===== src/rtl/riscv_mem_pkg.sv =====
`default_nettype none
// ============================================================================
// riscv_mem_pkg : shared types and defaults for the memory-port arbiter.
// Revision      : 1.0
// ============================================================================
package riscv_mem_pkg;

    typedef enum logic [1:0] {
        IDLE = 2'd0,
        REQ  = 2'd1,
        RESP = 2'd2
    } arb_state_t;

    typedef enum logic {
        OWN_IF = 1'b0,
        OWN_D  = 1'b1
    } owner_t;

    localparam logic [3:0] BE_WORD          = 4'hF;
    localparam int         DEF_STARVE_LIMIT = 4;
    localparam int         DEF_TIMEOUT      = 16;

endpackage
`default_nettype wire


===== src/rtl/mem_arb_pick.sv =====
`default_nettype none
// ============================================================================
// mem_arb_pick : combinational winner select, data first unless fetch starved.
// Revision     : 1.0
// ============================================================================
module mem_arb_pick
    import riscv_mem_pkg::*;
#(
    parameter int STARVE_LIMIT = DEF_STARVE_LIMIT,
    parameter int CNT_W        = 3
) (
    input  logic             if_req_i,
    input  logic             d_req_i,
    input  logic [CNT_W-1:0] starve_cnt_i,
    output logic             pick_if_o,
    output logic             pick_d_o
);

    logic w_force_if;

    assign w_force_if = if_req_i && (starve_cnt_i == CNT_W'(STARVE_LIMIT));
    assign pick_d_o   = d_req_i && !w_force_if;
    assign pick_if_o  = if_req_i && !pick_d_o;

endmodule
`default_nettype wire


===== src/rtl/mem_port_arbiter.sv =====
`default_nettype none
// ============================================================================
// mem_port_arbiter : shares one memory port between fetch and load/store.
// Revision         : 1.0
// ============================================================================
module mem_port_arbiter
    import riscv_mem_pkg::*;
#(
    parameter int DATA_WIDTH   = 32,
    parameter int STARVE_LIMIT = DEF_STARVE_LIMIT,
    parameter int TIMEOUT      = DEF_TIMEOUT
) (
    input  logic                  clk,
    input  logic                  reset,
    input  logic                  if_req,
    input  logic [DATA_WIDTH-1:0] if_addr,
    output logic                  if_gnt,
    output logic                  if_rvalid,
    output logic [DATA_WIDTH-1:0] if_rdata,
    output logic                  if_err,
    input  logic                  d_req,
    input  logic                  d_we,
    input  logic [3:0]            d_be,
    input  logic [DATA_WIDTH-1:0] d_addr,
    input  logic [DATA_WIDTH-1:0] d_wdata,
    output logic                  d_gnt,
    output logic                  d_rvalid,
    output logic [DATA_WIDTH-1:0] d_rdata,
    output logic                  d_err,
    output logic                  m_req,
    output logic                  m_we,
    output logic [3:0]            m_be,
    output logic [DATA_WIDTH-1:0] m_addr,
    output logic [DATA_WIDTH-1:0] m_wdata,
    input  logic                  m_ack,
    input  logic [DATA_WIDTH-1:0] m_rdata,
    output logic                  busy
);

    localparam int              SC_W    = $clog2(STARVE_LIMIT + 1);
    localparam int              TC_W    = $clog2(TIMEOUT + 1);
    localparam logic [SC_W-1:0] SC_MAX  = SC_W'(STARVE_LIMIT);
    localparam logic [TC_W-1:0] TC_LAST = TC_W'(TIMEOUT - 1);

    arb_state_t            state_q, state_d;
    owner_t                owner_q, owner_d;
    logic [SC_W-1:0]       starve_q, starve_d;
    logic [TC_W-1:0]       tmo_q, tmo_d;
    logic                  m_we_q, m_we_d;
    logic [3:0]            m_be_q, m_be_d;
    logic [DATA_WIDTH-1:0] m_addr_q, m_addr_d;
    logic [DATA_WIDTH-1:0] m_wdata_q, m_wdata_d;
    logic [DATA_WIDTH-1:0] if_rdata_q, if_rdata_d;
    logic [DATA_WIDTH-1:0] d_rdata_q, d_rdata_d;
    logic                  err_q, err_d;
    logic                  w_pick_if, w_pick_d, w_idle;

    mem_arb_pick #(
        .STARVE_LIMIT (STARVE_LIMIT),
        .CNT_W        (SC_W)
    ) u_pick (
        .if_req_i     (if_req),
        .d_req_i      (d_req),
        .starve_cnt_i (starve_q),
        .pick_if_o    (w_pick_if),
        .pick_d_o     (w_pick_d)
    );

    // Grants are combinational, so gate them with reset to keep every output low during reset.
    assign w_idle = (state_q == IDLE) && reset;

    always_comb begin
        state_d    = state_q;
        owner_d    = owner_q;
        starve_d   = starve_q;
        tmo_d      = tmo_q;
        m_we_d     = m_we_q;
        m_be_d     = m_be_q;
        m_addr_d   = m_addr_q;
        m_wdata_d  = m_wdata_q;
        if_rdata_d = if_rdata_q;
        d_rdata_d  = d_rdata_q;
        err_d      = err_q;
        case (state_q)
            IDLE: begin
                tmo_d = '0;
                if (w_idle && w_pick_d) begin
                    state_d   = REQ;
                    owner_d   = OWN_D;
                    m_we_d    = d_we;
                    m_be_d    = d_be;
                    m_addr_d  = d_addr;
                    m_wdata_d = d_wdata;
                    if (!if_req)
                        starve_d = '0;
                    else if (starve_q != SC_MAX)
                        starve_d = starve_q + 1'b1;
                end else if (w_idle && w_pick_if) begin
                    state_d   = REQ;
                    owner_d   = OWN_IF;
                    m_we_d    = 1'b0;
                    m_be_d    = BE_WORD;
                    m_addr_d  = if_addr;
                    m_wdata_d = '0;
                    starve_d  = '0;
                end
            end
            REQ: begin
                // An ack on the last allowed cycle still completes normally.
                if (m_ack) begin
                    state_d = RESP;
                    err_d   = 1'b0;
                    if (owner_q == OWN_D) d_rdata_d  = m_rdata;
                    else                  if_rdata_d = m_rdata;
                end else if (tmo_q == TC_LAST) begin
                    state_d = RESP;
                    err_d   = 1'b1;
                    if (owner_q == OWN_D) d_rdata_d  = '0;
                    else                  if_rdata_d = '0;
                end else begin
                    tmo_d = tmo_q + 1'b1;
                end
            end
            RESP:    state_d = IDLE;
            default: state_d = IDLE;
        endcase
    end

    always_ff @(posedge clk or negedge reset) begin
        if (!reset) begin
            state_q    <= IDLE;
            owner_q    <= OWN_IF;
            starve_q   <= '0;
            tmo_q      <= '0;
            m_we_q     <= 1'b0;
            m_be_q     <= '0;
            m_addr_q   <= '0;
            m_wdata_q  <= '0;
            if_rdata_q <= '0;
            d_rdata_q  <= '0;
            err_q      <= 1'b0;
        end else begin
            state_q    <= state_d;
            owner_q    <= owner_d;
            starve_q   <= starve_d;
            tmo_q      <= tmo_d;
            m_we_q     <= m_we_d;
            m_be_q     <= m_be_d;
            m_addr_q   <= m_addr_d;
            m_wdata_q  <= m_wdata_d;
            if_rdata_q <= if_rdata_d;
            d_rdata_q  <= d_rdata_d;
            err_q      <= err_d;
        end
    end

    assign if_gnt    = w_idle && w_pick_if;
    assign d_gnt     = w_idle && w_pick_d;
    assign m_req     = (state_q == REQ);
    assign busy      = (state_q != IDLE);
    assign if_rvalid = (state_q == RESP) && (owner_q == OWN_IF);
    assign d_rvalid  = (state_q == RESP) && (owner_q == OWN_D);
    assign if_err    = if_rvalid && err_q;
    assign d_err     = d_rvalid && err_q;
    assign if_rdata  = if_rdata_q;
    assign d_rdata   = d_rdata_q;
    assign m_we      = m_we_q;
    assign m_be      = m_be_q;
    assign m_addr    = m_addr_q;
    assign m_wdata   = m_wdata_q;

endmodule
`default_nettype wire


===== config.mk =====
export PLATFORM = sky130hd
export DESIGN_NAME = mem_port_arbiter
export DESIGN_NICKNAME = d
export VERILOG_FILES = /design/src/rtl/riscv_mem_pkg.sv /design/src/rtl/mem_arb_pick.sv /design/src/rtl/mem_port_arbiter.sv
export SDC_FILE = /design/constraint.sdc
export NUM_CORES = 1
export LEC_CHECK = 0
export CAP_MARGIN = 10
export CORE_MARGIN = 1.5
export CORE_UTILIZATION = 40
export DETAILED_ROUTE_END_ITERATION = 10
export DONT_BUFFER_PORTS = 1
export HOLD_SLACK_MARGIN = 0.02
export PLACE_DENSITY = 0.64
export SKIP_CTS_REPAIR_TIMING = 1
export SLEW_MARGIN = 20
export SYNTH_ARGS = -nofsm -noshare
export SYNTH_HDL_FRONTEND = slang
export SYNTH_SLANG_ARGS = --single-unit

===== constraint.sdc =====
create_clock -name clk -period 6.3 [get_ports clk]
set_input_delay 1.26 -clock clk [delete_from_list [all_inputs] [get_ports clk]]
set_output_delay 1.26 -clock clk [all_outputs]
set_load 0.01 [all_outputs]

# After elaboration in Yosys (flattened, before gate mapping)
# Index checks and enable logic that the tools add are counted.
# word_totals
ff_bits	145
inputBits	138
out_inout_bits	141
word_cells	79
# op_classes
n_addsub	2
eq_ne	10
n_mux	31
bitwise_logic	1
reduce_logical	24
# ops
op	n
2-to-1 mux 32 bit	12
2-to-1 mux 3 bit	4
AND reduction 3 bit	4
logical AND 1 bit	10
2-to-1 mux 5 bit	2
one-hot mux 5 bit (2 select lines)	1
2-to-1 mux 2 bit	4
2-to-1 mux 4 bit	2
nonzero test 2 bit	4
!= test 3 bit, second input constant	2
AND reduction 2 bit	3
adder 5 x 1 -> 5 bit, second input constant	1
equality test 5 x 4 -> 1 bit, second input constant	1
2-to-1 mux 1 bit	5
!= test 2 bit, second input constant	2
one-hot mux 2 bit (2 select lines)	1
adder 3 x 1 -> 3 bit, second input constant	1
equality test 3 bit, second input constant	1
!= test 3 x 1 -> 1 bit, second input constant	1
!= test 3 x 2 -> 1 bit, second input constant	1
equality test 2 x 1 -> 1 bit, second input constant	1
equality test 2 bit, second input constant	1
zero test 1 bit	2
zero test 2 bit	1
NOT 1 bit	1

# Logic depth before layout (Yosys ltp)
# logic_depth
depth_word	10
ltp_mapped	8
mapped_depth_nobuf	6

# By module
# From an unflattened synthesis, not the netlist that was laid out.
# hier_totals
cells_unflattened	437
area_unflattened_um2	6059.6
# modules_own_cells
module	n_inst	cells_each	area_per_inst_um2	seq_area_each_um2
mem_port_arbiter	1	433	6027.0	3628.5
mem_arb_pick	1	4	32.5	0.0

# Least setup slack after synthesis
# No wires, ideal clock.
# synth_timing
path_type	input port to output port
from	input port if_req
to	output port d_gnt
arrival_time_ps	2146
t_required_ps	5040
slack_ps	2894
stages	6
path_buffers	3
path_cell_list	buf_2 > and3_1 > buf_2 > nand3b_4 > inv_4 > buf_6
# synth_between
elab_chain_cells	4
# synth_lines
element	line_no	source
from (decl)	mem_port_arbiter.sv:15	input logic if_req,
logical AND 1 bit	mem_arb_pick.sv:21	assign w_force_if = if_req_i && (starve_cnt_i == CNT_W'(STARVE_LIMIT));
zero test 1 bit	mem_arb_pick.sv:22	assign pick_d_o = d_req_i && !w_force_if;
logical AND 1 bit	mem_arb_pick.sv:22	
logical AND 1 bit	mem_port_arbiter.sv:158	assign d_gnt = w_idle && w_pick_d;
to (decl)	mem_port_arbiter.sv:26	output logic d_gnt,
# No other way between the ends.

# Worst setup path in the final report
# layout_timing
from	input port reset
to	output port d_gnt
# layout_between
elab_chain_cells	2
# layout_lines
element	line_no	source
from (decl)	mem_port_arbiter.sv:14	input logic reset,
logical AND 1 bit	mem_port_arbiter.sv:70	assign w_idle = (state_q == IDLE) && reset;
logical AND 1 bit	mem_port_arbiter.sv:158	
# No other way between the ends.

==> flow_summary_export.csv <==
group,metric,value,unit
critical_path,path_class,"in2out",
global_routing,grt_pass1_vias,4092,
global_routing,grt_pass1_wl,21400,um
global_routing,antenna_found_initial,1,
yosys,synth.avg_cell_area,13.3,um^2
pwr,clkPwrFrac,31.8,%
pwr,ir_drop,0.189,mV
floorplan,core_area,15400,um^2
floorplan,rows,45,
placement,io_buffers,0,
final_layout,area_growth,10.6,%
critical_path,required,5.04,ns
timing,max_slew_margin,36.6,%
final_layout,n_fill_cell,1360,
yosys,synth.distinct_cells,42,
pwr,pwr-share-comb,15.6,%
final_layout,drive_gt1_share,24.8,%
hold_path,hp-class,"reg2reg",
yosys,synth_area,6370,um^2
clocking,cts.path.max_buffers,2,
pwr,report.power.total,3250,uW
pwr,internal_power,2230,uW
yosys,async_flop_share,100,%
floorplan,start_util,41.5,%
timing,rsz0062_at_grt,"no",
clocking,cts_buffers,17,
critical_path,cp-startpoint,"reset",
drt,vias,3902,
timing,timing.final.hold_violations,0,
placement,gp_congestion,0.771,
timing,worstMarginPinSlew,0.950,ns
timing,whs,0.503,ns
global_routing,grt_max_degree,147,
critical_path,rr_startpoint,"tmo_q[0]",
hold_path,min_from,"tmo_q[4]",
drt,wl,14000,um
yosys,syn_inst,478,
hold_path,whs_path_depth,1,
clocking,clock-sinks,145,
final_layout,fin_nets,601,
drt,drt_iter0_markers,205,
floorplan,num_io_pins,279,
drt,via_per_inst,5.70,
timing,slew_violations,0,
drt,drtPass1Iterations,5,
critical_path,worst-r2r-setup-slack,3.76,ns
yosys,ys.flop_type,"dfrtp_1",
run_status,status,"completed",
critical_path,path_max_fanout,146,
clocking,htreeDepth,4,
yosys,ys_ff_latch,145,
timing,setup-tns-final,0,ns
run,drv_cap,0,
pwr,leakage,0.00307,uW
final_layout,multi_input_area,2480,um^2
yosys,yosysSeqAreaShare,56.9,%
timing,period_share,60.2,%
pwr,seqPwrFrac,52.6,%
floorplan,die_h,129,um
critical_path,cp-end-kind,"output port",
global_routing,grt_util_all_layers,16.9,%
clocking,cts_tree,"built",
placement,dp_hpwl,9750,um
drt,post-route-drc-count,0,
critical_path,worstReg2RegEnd,"d_rdata[6]",
clocking,clk_pin_slew,0.06,ns
hold_path,whs_endpoint,"tmo_q[4]",
yosys,synth_warnings,0,
floorplan,dieArea,16700,um^2
critical_path,crit_arrival,2.53,ns
clocking,clk_latency,0.41,ns
drt,ant_nets,0,
timing,min_period,3.79,ns
timing,finalClockSkew,0.00417,ns
drt,wl_per_cell,20.4,um
pwr,p_sw_share,31.5,%
yosys,synth_edf_count,0,
floorplan,die_x,129,um
critical_path,cp-start-kind,"primary input",
timing,setup_violations,0,
global_routing,grt.overflow.total,0,
pwr,p_sw,1030,uW
yosys,synth_fp_nets,620,
critical_path,rr_worst_depth,6,
clocking,cts-root-buf,"clkbuf_16",
pwr,p_per_area,462,nW/um^2
final_layout,seqCellArea,3630,um^2
timing,fmax,0.264,GHz
[cells in the final DEF, fill, tap and decap left out, types with 4 or more instances in the layout]
master / instances
inv_1: 7
o22a_1: 4
nand2_1: 6
a2bb2oi_2: 7
dfrtp_1: 145
o32ai_1: 32
clkbuf_16: 17
o22ai_1: 4
clkinvlp_4: 5
a2bb2oi_1: 25
nor2_1: 4
ha_1: 4
and2_1: 33
mux2_2: 63
a22o_1: 37
nand2b_1: 32
[state kept, by name, indices dropped and copies added, names as in the netlist]
register / flops
tmo_q: 5
d_rdata: 32
starve_q: 3
state_q: 2
m_addr: 32
err_q: 1
if_rdata: 32
m_we: 1
m_be: 4
owner_q: 1
m_wdata: 32
[through the flow]
| stage | area [um^2] | setup slack (ns) | util, % | std cells |
|---|---|---|---|---|
| 2_1_floorplan | 6370 | 2.89 | - | 478 |
| 3_3_place_gp | 6420 | 2.43 | 41.7 | 651 |
| 3_5_place_dp | 6420 | 2.36 | 41.8 | 651 |
| 4_1_cts | 7040 | 2.36 | 45.8 | 683 |
| 5_1_grt | 7050 | 2.47 | 45.8 | 684 |
| 6_report | 7050 | 2.51 | 45.8 | 684 |
[worst max path at each step]
stage               cells past startpoint    end  slack (ns)
global route                            4  d_gnt        2.47
floorplan                               6  d_gnt        2.89
global placement                        3  d_gnt        2.43
finish                                  4  d_gnt        2.51
CTS                                     3  d_gnt        2.36
detailed placement                      3  d_gnt        2.36
[metal layers]
layer | up-vias | share of wire [%] | GRT usage, %
li1 | 1730 | - | -
met2 | 213 | 50 | 28.0
met3 | 33 | 9.8 | 7.31
met1 | 1926 | 37 | 18.2
met5 | - | 0 | 0
met4 | 0 | 2.8 | 9.78
[cell usage after synthesis (all sizes together), types with 3 or more instances]
library cell  instances  area [um^2]
dfrtp               145         3630
o22a                  4         35.0
nand3                 3         20.0
inv                   8         32.5
o22ai                 4         25.0
nand2                 6         22.5
buf                  23          181
and3                  3         18.8
nor3b                 4         41.3
mux2                 65          732
and2                 33          206
o32ai                32          280
a2bb2oi              32          324
nand2b               33          209
o21ai                 4         23.8
nor2                  4         15.0
ha                    4         50.1
a22o                 37          324
clkbuf               18         67.6
[cell type report]
type	count	share of cell area, %
multi-input cells	284	35.2
well taps	211	3.75
diodes	1	0.0355
flip-flops and latches	145	51.5
repair buffers	3	0.320
clock inverters	14	2.56
clock buffers	18	6.23
inverters	8	0.462
[power by group through the flow]
| stage | combinational [uW] | clock (uW) | sequential (uW) |
|---|---|---|---|
| finish | 508 | 1030 | 1710 |
| global route | 564 | 1110 | 1750 |
| CTS | 515 | 1060 | 1720 |
| detailed placement | 521 | 0 | 1730 |
| global placement | 490 | 0 | 1730 |
| floorplan | 480 | 0 | 1620 |
[critical path, cell delays in order]
cell and delay [ns]:
nor3b_4 0.21, buf_4 0.44, nand3b_4 0.19, inv_4 0.30
[cell families after synthesis]
family,count (synthesis),share of synthesized area [%]
mux,65,11.5
buf+inv,49,4.42
flops,145,56.9
simple gates,94,9.44
fa+ha+maj,4,0.785
compound gates,121,16.9
Power figures use the tool's default switching activity.
